<file path="config.mk">
export PLATFORM = sky130hd
export DESIGN_NAME = ahb3lite_irq_gen
export DESIGN_NICKNAME = d
export VERILOG_FILES = /design/src/rtl/ahb3lite_irq_gen.sv
export SDC_FILE = /design/constraint.sdc
export NUM_CORES = 2
export LEC_CHECK = 0
export CORE_ASPECT_RATIO = 0.5
export CORE_UTILIZATION = 49
export DETAILED_ROUTE_END_ITERATION = 10
export PLACE_DENSITY = 0.79
export SKIP_CTS_REPAIR_TIMING = 1
export SKIP_LAST_GASP = 1
export SYNTH_ARGS = -nofsm -noshare
export SYNTH_HDL_FRONTEND = slang
export SYNTH_SLANG_ARGS = --single-unit
</file>
<file path="constraint.sdc">
create_clock -name CLK -period 4 [get_ports CLK]
set_clock_uncertainty 0.1 [all_clocks]
set_input_delay 0.8 -clock CLK [delete_from_list [all_inputs] [get_ports CLK]]
set_output_delay 0.8 -clock CLK [all_outputs]
set_load 0.02 [all_outputs]
</file>
<file path="src/rtl/ahb3lite_irq_gen.sv">
// AHB3-Lite slave driving IRQ_CNT interrupt lines from software level bits and
// stretched edge pulses, each gated by a per-line mask.
module ahb3lite_irq_gen #(
   parameter int unsigned IRQ_CNT = 240,
   parameter int unsigned PULSE_W = 8
) (
   input  logic               CLK,
   input  logic               RESET,
   input  logic               HSEL,
   input  logic               HWRITE,
   input  logic               HREADY,
   input  logic [31:0]        HADDR,
   input  logic [1:0]         HTRANS,
   input  logic [2:0]         HSIZE,
   input  logic [2:0]         HBURST,
   input  logic [3:0]         HPROT,
   input  logic [31:0]        HWDATA,
   output logic [31:0]        HRDATA,
   output logic               HRESP,
   output logic               HREADYOUT,
   output logic [IRQ_CNT-1:0] IRQ
);

   localparam int unsigned NWORDS = (IRQ_CNT + 31) / 32;
   localparam int unsigned NBITS  = NWORDS * 32;

   typedef enum logic [2:0] {RG_LEVEL, RG_EDGE, RG_MASK, RG_STATUS, RG_PLEN, RG_NONE} region_t;
   typedef enum logic [1:0] {ST_OKAY, ST_ERR1, ST_ERR2} state_t;

   // Bits of word w that map onto real IRQ lines
   function automatic logic [31:0] vmask(input int unsigned w);
      logic [31:0] m;
      for (int unsigned b = 0; b < 32; b++) m[b] = ((w * 32 + b) < IRQ_CNT);
      return m;
   endfunction

   logic [31:0]        level_r [NWORDS];
   logic [31:0]        mask_r  [NWORDS];
   logic [31:0]        pulse_r [NWORDS];
   logic [PULSE_W-1:0] cnt_r   [NWORDS];
   logic [PULSE_W-1:0] plen_r;
   logic [PULSE_W-1:0] plen_eff;

   region_t     ap_region, dp_region;
   logic        ap_accept, ap_legal;
   logic        dp_act, dp_write, wr_en;
   logic [4:0]  dp_idx;
   state_t      state, state_nxt;
   logic [NBITS-1:0] irq_all;
   logic [31:0] rdata;
   logic        unused;

   assign unused = ^{HBURST, HPROT, HADDR[31:12], irq_all};

   // Address-phase decode
   always_comb begin
      ap_region = RG_NONE;
      if (HADDR[11:0] == 12'h3F0) begin
         ap_region = RG_PLEN;
      end else if (HADDR[11:10] == 2'b00 && !HADDR[7] && HADDR[1:0] == 2'b00 &&
                   32'(HADDR[6:2]) < NWORDS) begin
         case (HADDR[9:8])
            2'd0:    ap_region = RG_LEVEL;
            2'd1:    ap_region = RG_EDGE;
            2'd2:    ap_region = RG_MASK;
            default: ap_region = RG_STATUS;
         endcase
      end
   end

   assign ap_accept = HSEL & HREADY & HTRANS[1];
   assign ap_legal  = (HSIZE == 3'b010) && (ap_region != RG_NONE);

   always_ff @(posedge CLK) begin
      if (RESET) begin
         dp_act    <= 1'b0;
         dp_write  <= 1'b0;
         dp_region <= RG_NONE;
         dp_idx    <= '0;
      end else if (HREADY) begin
         dp_act    <= ap_accept & ap_legal;
         dp_write  <= HWRITE;
         dp_region <= ap_region;
         dp_idx    <= HADDR[6:2];
      end
   end

   assign wr_en = dp_act & dp_write;

   always_ff @(posedge CLK) begin
      if (RESET) state <= ST_OKAY;
      else       state <= state_nxt;
   end

   always_comb begin
      state_nxt = ST_OKAY;
      case (state)
         ST_ERR1: state_nxt = ST_ERR2;
         default: if (ap_accept && !ap_legal) state_nxt = ST_ERR1;
      endcase
   end

   always_comb begin
      HREADYOUT = (state != ST_ERR1);
      HRESP     = (state != ST_OKAY);
   end

   always_ff @(posedge CLK) begin
      if (RESET) begin
         plen_r <= PULSE_W'(1);
         for (int unsigned w = 0; w < NWORDS; w++) begin
            level_r[w] <= '0;
            mask_r[w]  <= vmask(w);
         end
      end else if (wr_en) begin
         if (dp_region == RG_PLEN) plen_r <= HWDATA[PULSE_W-1:0];
         for (int unsigned w = 0; w < NWORDS; w++) begin
            if (dp_idx == 5'(w) && dp_region == RG_LEVEL) level_r[w] <= HWDATA & vmask(w);
            if (dp_idx == 5'(w) && dp_region == RG_MASK)  mask_r[w]  <= HWDATA & vmask(w);
         end
      end
   end

   assign plen_eff = (plen_r == '0) ? PULSE_W'(1) : plen_r;

   // A nonzero EDGE write ORs in new bits and restarts the whole group's counter
   always_ff @(posedge CLK) begin
      if (RESET) begin
         for (int unsigned w = 0; w < NWORDS; w++) begin
            pulse_r[w] <= '0;
            cnt_r[w]   <= '0;
         end
      end else begin
         for (int unsigned w = 0; w < NWORDS; w++) begin
            if (wr_en && dp_region == RG_EDGE && dp_idx == 5'(w) &&
                (HWDATA & vmask(w)) != 32'h0) begin
               pulse_r[w] <= pulse_r[w] | (HWDATA & vmask(w));
               cnt_r[w]   <= plen_eff;
            end else if (cnt_r[w] != '0) begin
               cnt_r[w] <= cnt_r[w] - PULSE_W'(1);
               if (cnt_r[w] == PULSE_W'(1)) pulse_r[w] <= '0;
            end
         end
      end
   end

   always_comb begin
      irq_all = '0;
      for (int unsigned w = 0; w < NWORDS; w++)
         irq_all[w*32 +: 32] = (level_r[w] | pulse_r[w]) & mask_r[w];
   end

   assign IRQ = irq_all[IRQ_CNT-1:0];

   always_comb begin
      rdata = '0;
      if (dp_act && !dp_write) begin
         for (int unsigned w = 0; w < NWORDS; w++) begin
            if (dp_idx == 5'(w)) begin
               case (dp_region)
                  RG_LEVEL:  rdata = level_r[w];
                  RG_MASK:   rdata = mask_r[w];
                  RG_STATUS: rdata = irq_all[w*32 +: 32];
                  default:   ;
               endcase
            end
         end
         if (dp_region == RG_PLEN) rdata = 32'(plen_r);
      end
   end

   assign HRDATA = rdata;

endmodule

</file>
==> impl_metrics.csv <==
group,metric,value,unit
run_status,status,"finished with violations",
run_status,violations,"DRC, setup timing",
clocking,cts_buffers,74,
power,p_sw,6.13,mW
placed_design,gp_congestion,0.936,
layout,drive_above_1_share,12.7,%
synthesis,synth_fp_nets,3841,
synthesis,avgSynthCellArea,10.9,um2
sta,setup_viol,3,
routing,dr.pass1.iters,9,
placed_design,dpl_cell_area,46900,um2
placed_design,place.detailed.hpwl,95400,um
power,clockPowerShare,32.8,%
clocking,ctsRootBufferMaster,"clkbuf_16",
placed_design,post-place-ws,0.0382,ns
routing,drt_wl_total,141000,um
sta,finalCritPeriodShare,102,%
routing,drc,1,
worst_setup_path,path_class,"reg -> out",
synthesis,async_reset_ff_share,0,%
sta,fin_crit,4.09,ns
power,peakVddDrop,0.308,mV
sta,max_freq,244,MHz
worst_setup_path,crit_path_max_fanout,12,
floorplan,start_util,49.8,%
global_route,grt_overflow,0,
layout,fin_area,49900,um2
sta,finalSetupTns,-0.112,ns
floorplan,die_w,411,um
floorplan,core_area,82100,um2
flow_run,maxCapViolCount,0,
floorplan,num_rows,74,
clocking,cts_tree,"done",
power,power_density,437,nW/um2
routing,drtAntennaViolNets,0,
worst_setup_path,rrSetupSlack,0.47,ns
synthesis,seq_area_frac_synth,58.5,%
worst_hold_path,min_from,"state[0]",
worst_setup_path,endpoint_kind,"output port",
floorplan,ioPinCount,355,
floorplan,dieArea,84700,um2
worst_setup_path,cpMaxStageDelayCell,"a2111oi_0",
sta,tightest_slew,1.09,ns
power,switching_share,28.1,%
clocking,clk_path_buf_depth,3,
power,p_int,15.7,mW
routing,highest_layer,"met4",
global_route,grt_max_degree,72,
worst_setup_path,cp_common_cell,"buf_4",
synthesis,syn_inst,3736,
synthesis,synth_ff_type,"edfxtp_1",
layout,filler_cell_count,6293,
worst_setup_path,arrival,3.19,ns
placed_design,io_buffers,326,
sta,whs,0.409,ns
power,power,21.8,mW
routing,drt_iter0_markers,5141,
sta,setup_slack,-0.0911,ns
routing,detail_route.wl_per_cell,26.6,um
layout,final_common_cell,"edfxtp_1",
global_route,grt_pass1_wl,202000,um
routing,avgViaCountPerCell,6.38,
clocking,htreeDepth,3,
worst_setup_path,path_cells,"buf_12 > buf_4 > o21ai_0 > a2111oi_0 > nor2_1 > a21oi_2 > nor3_1 > o31ai_1 > buf_4 > dlymetal6s2s_1",
sta,hold_viol,0,
power,p_leak,16.0,nW
routing,wl_met2,66400,um
worst_setup_path,crit_family,"compound AO/OA/AOI/OAI gates",
global_route,grtUsageTotal,32.2,%
synthesis,ys_warn_count,0,
power,p_seq_share,49.1,%
placed_design,placed_cells,5165,
routing,wl_met3,14800,um
worst_setup_path,critPathLaunch,"dp_region[1]",
worst_hold_path,hold_class,"reg -> reg",
clocking,path_clk_slew,0.07,ns
layout,final_util,60.8,%
global_route,antenna_found_initial,0,
sta,maxSlewHeadroom,27.5,%
synthesis,synth_edf_count,784,
routing,vias,33900,
worst_setup_path,slowest_delay,0.60,ns
worst_setup_path,required,3.10,ns
layout,layout_common_cells,"edfxtp_1 (784), nor2_1 (712), clkdlybuf4s50_1 (293)",
worst_setup_path,cp.buffers_inverters,4,
layout,area_growth,22.0,%
synthesis,synth_seq_cells,804,
floorplan,die_y,206,um
routing,wl_met1,48800,um
clocking,clk-insertion-delay-late,0.64,ns
worst_setup_path,worstSetupStartpointType,"flop",
layout,diodes,0,
layout,final_nets,4256,
layout,layout.cells.non_filler,5311,
clocking,cts.sinks,804,
sta,rsz0062_at_grt,"yes",
worst_setup_path,rr_startpoint,"dp_region[0]",
sta,slew_viol_final,0,
synthesis,synth_cell_type_count,66,
global_route,first_global_vias,32500,
synthesis,synth_area,40900,um2
power,combPwrFrac,18.2,%
tightest hold or removal path, stage by stage (launching register included):
cell and delay (ns):
dfxtp_1 0.31, nand2b_1 0.10, nor2_1 0.05
power groups by stage:
stage	Combinational [mW]	Sequential [mW]	Clock, mW
floorplan	2.36	10.7	0
global placement	3.75	10.8	0
detailed placement	3.86	10.8	0
CTS	3.89	10.7	7.12
global route	4.21	10.8	7.44
finish	3.97	10.7	7.15
synthesized netlist by cell type, types with 24 or more instances:
library cell	instances	area share, %
a21oi_1	135	1.7
o22ai_1	26	0.40
or2_2	36	0.55
mux2i_1	235	5.8
o21ai_0	293	3.6
nand2_1	144	1.3
edfxtp_1	784	58
ha_1	24	0.73
a211oi_1	130	2.4
nor3_1	56	0.69
xnor2_1	32	0.69
clkbuf_1	160	1.5
nor2b_1	27	0.41
o21a_1	267	4.9
nor2_1	718	6.6
inv_1	60	0.55
nand2b_1	238	3.6
buf_2	72	0.88
cells by family after synthesis:
group	Yosys count	synth area share, %
simple gates	1303	14.6
compound gates	1004	16.0
flops	804	58.5
buf+inv	314	3.22
mux	239	5.92
xor+xnor	48	1.03
fa+ha+maj	24	0.734
sequential cells by signal, summed over array words and instances (netlist names):
name	flops
dp_idx	5
dp_write	1
plen_r	8
dp_act	1
state	2
mask_r	240
dp_region	3
pulse_r	240
level_r	240
cnt_r	64
area by class of cell:
cell class,instances,area (um2),area share [%]
clock buffers,93,1990,3.98
multi-input cells,2618,16100,32.3
repair buffers,593,5850,11.7
flip-flops and latches,804,24000,48.0
inverters,60,225,0.451
well taps,1102,1380,2.76
clock inverters,41,360,0.722
worst paths after layout:
kind                   endpoint  cells after the start
setup / recovery      HRDATA[3]                     10
hold / removal         state[1]                      2
setup reg to reg  mask_r[3][28]                      7
hold reg to reg        state[1]                      2
metal layers:
metal	vias up	GRT usage, %
met2	2451	52.4
met5	-	0
met1	16400	39.2
li1	14500	-
met3	538	5.26
met4	0	23.4
No activity file was read; power rests on OpenSTA's default activity.
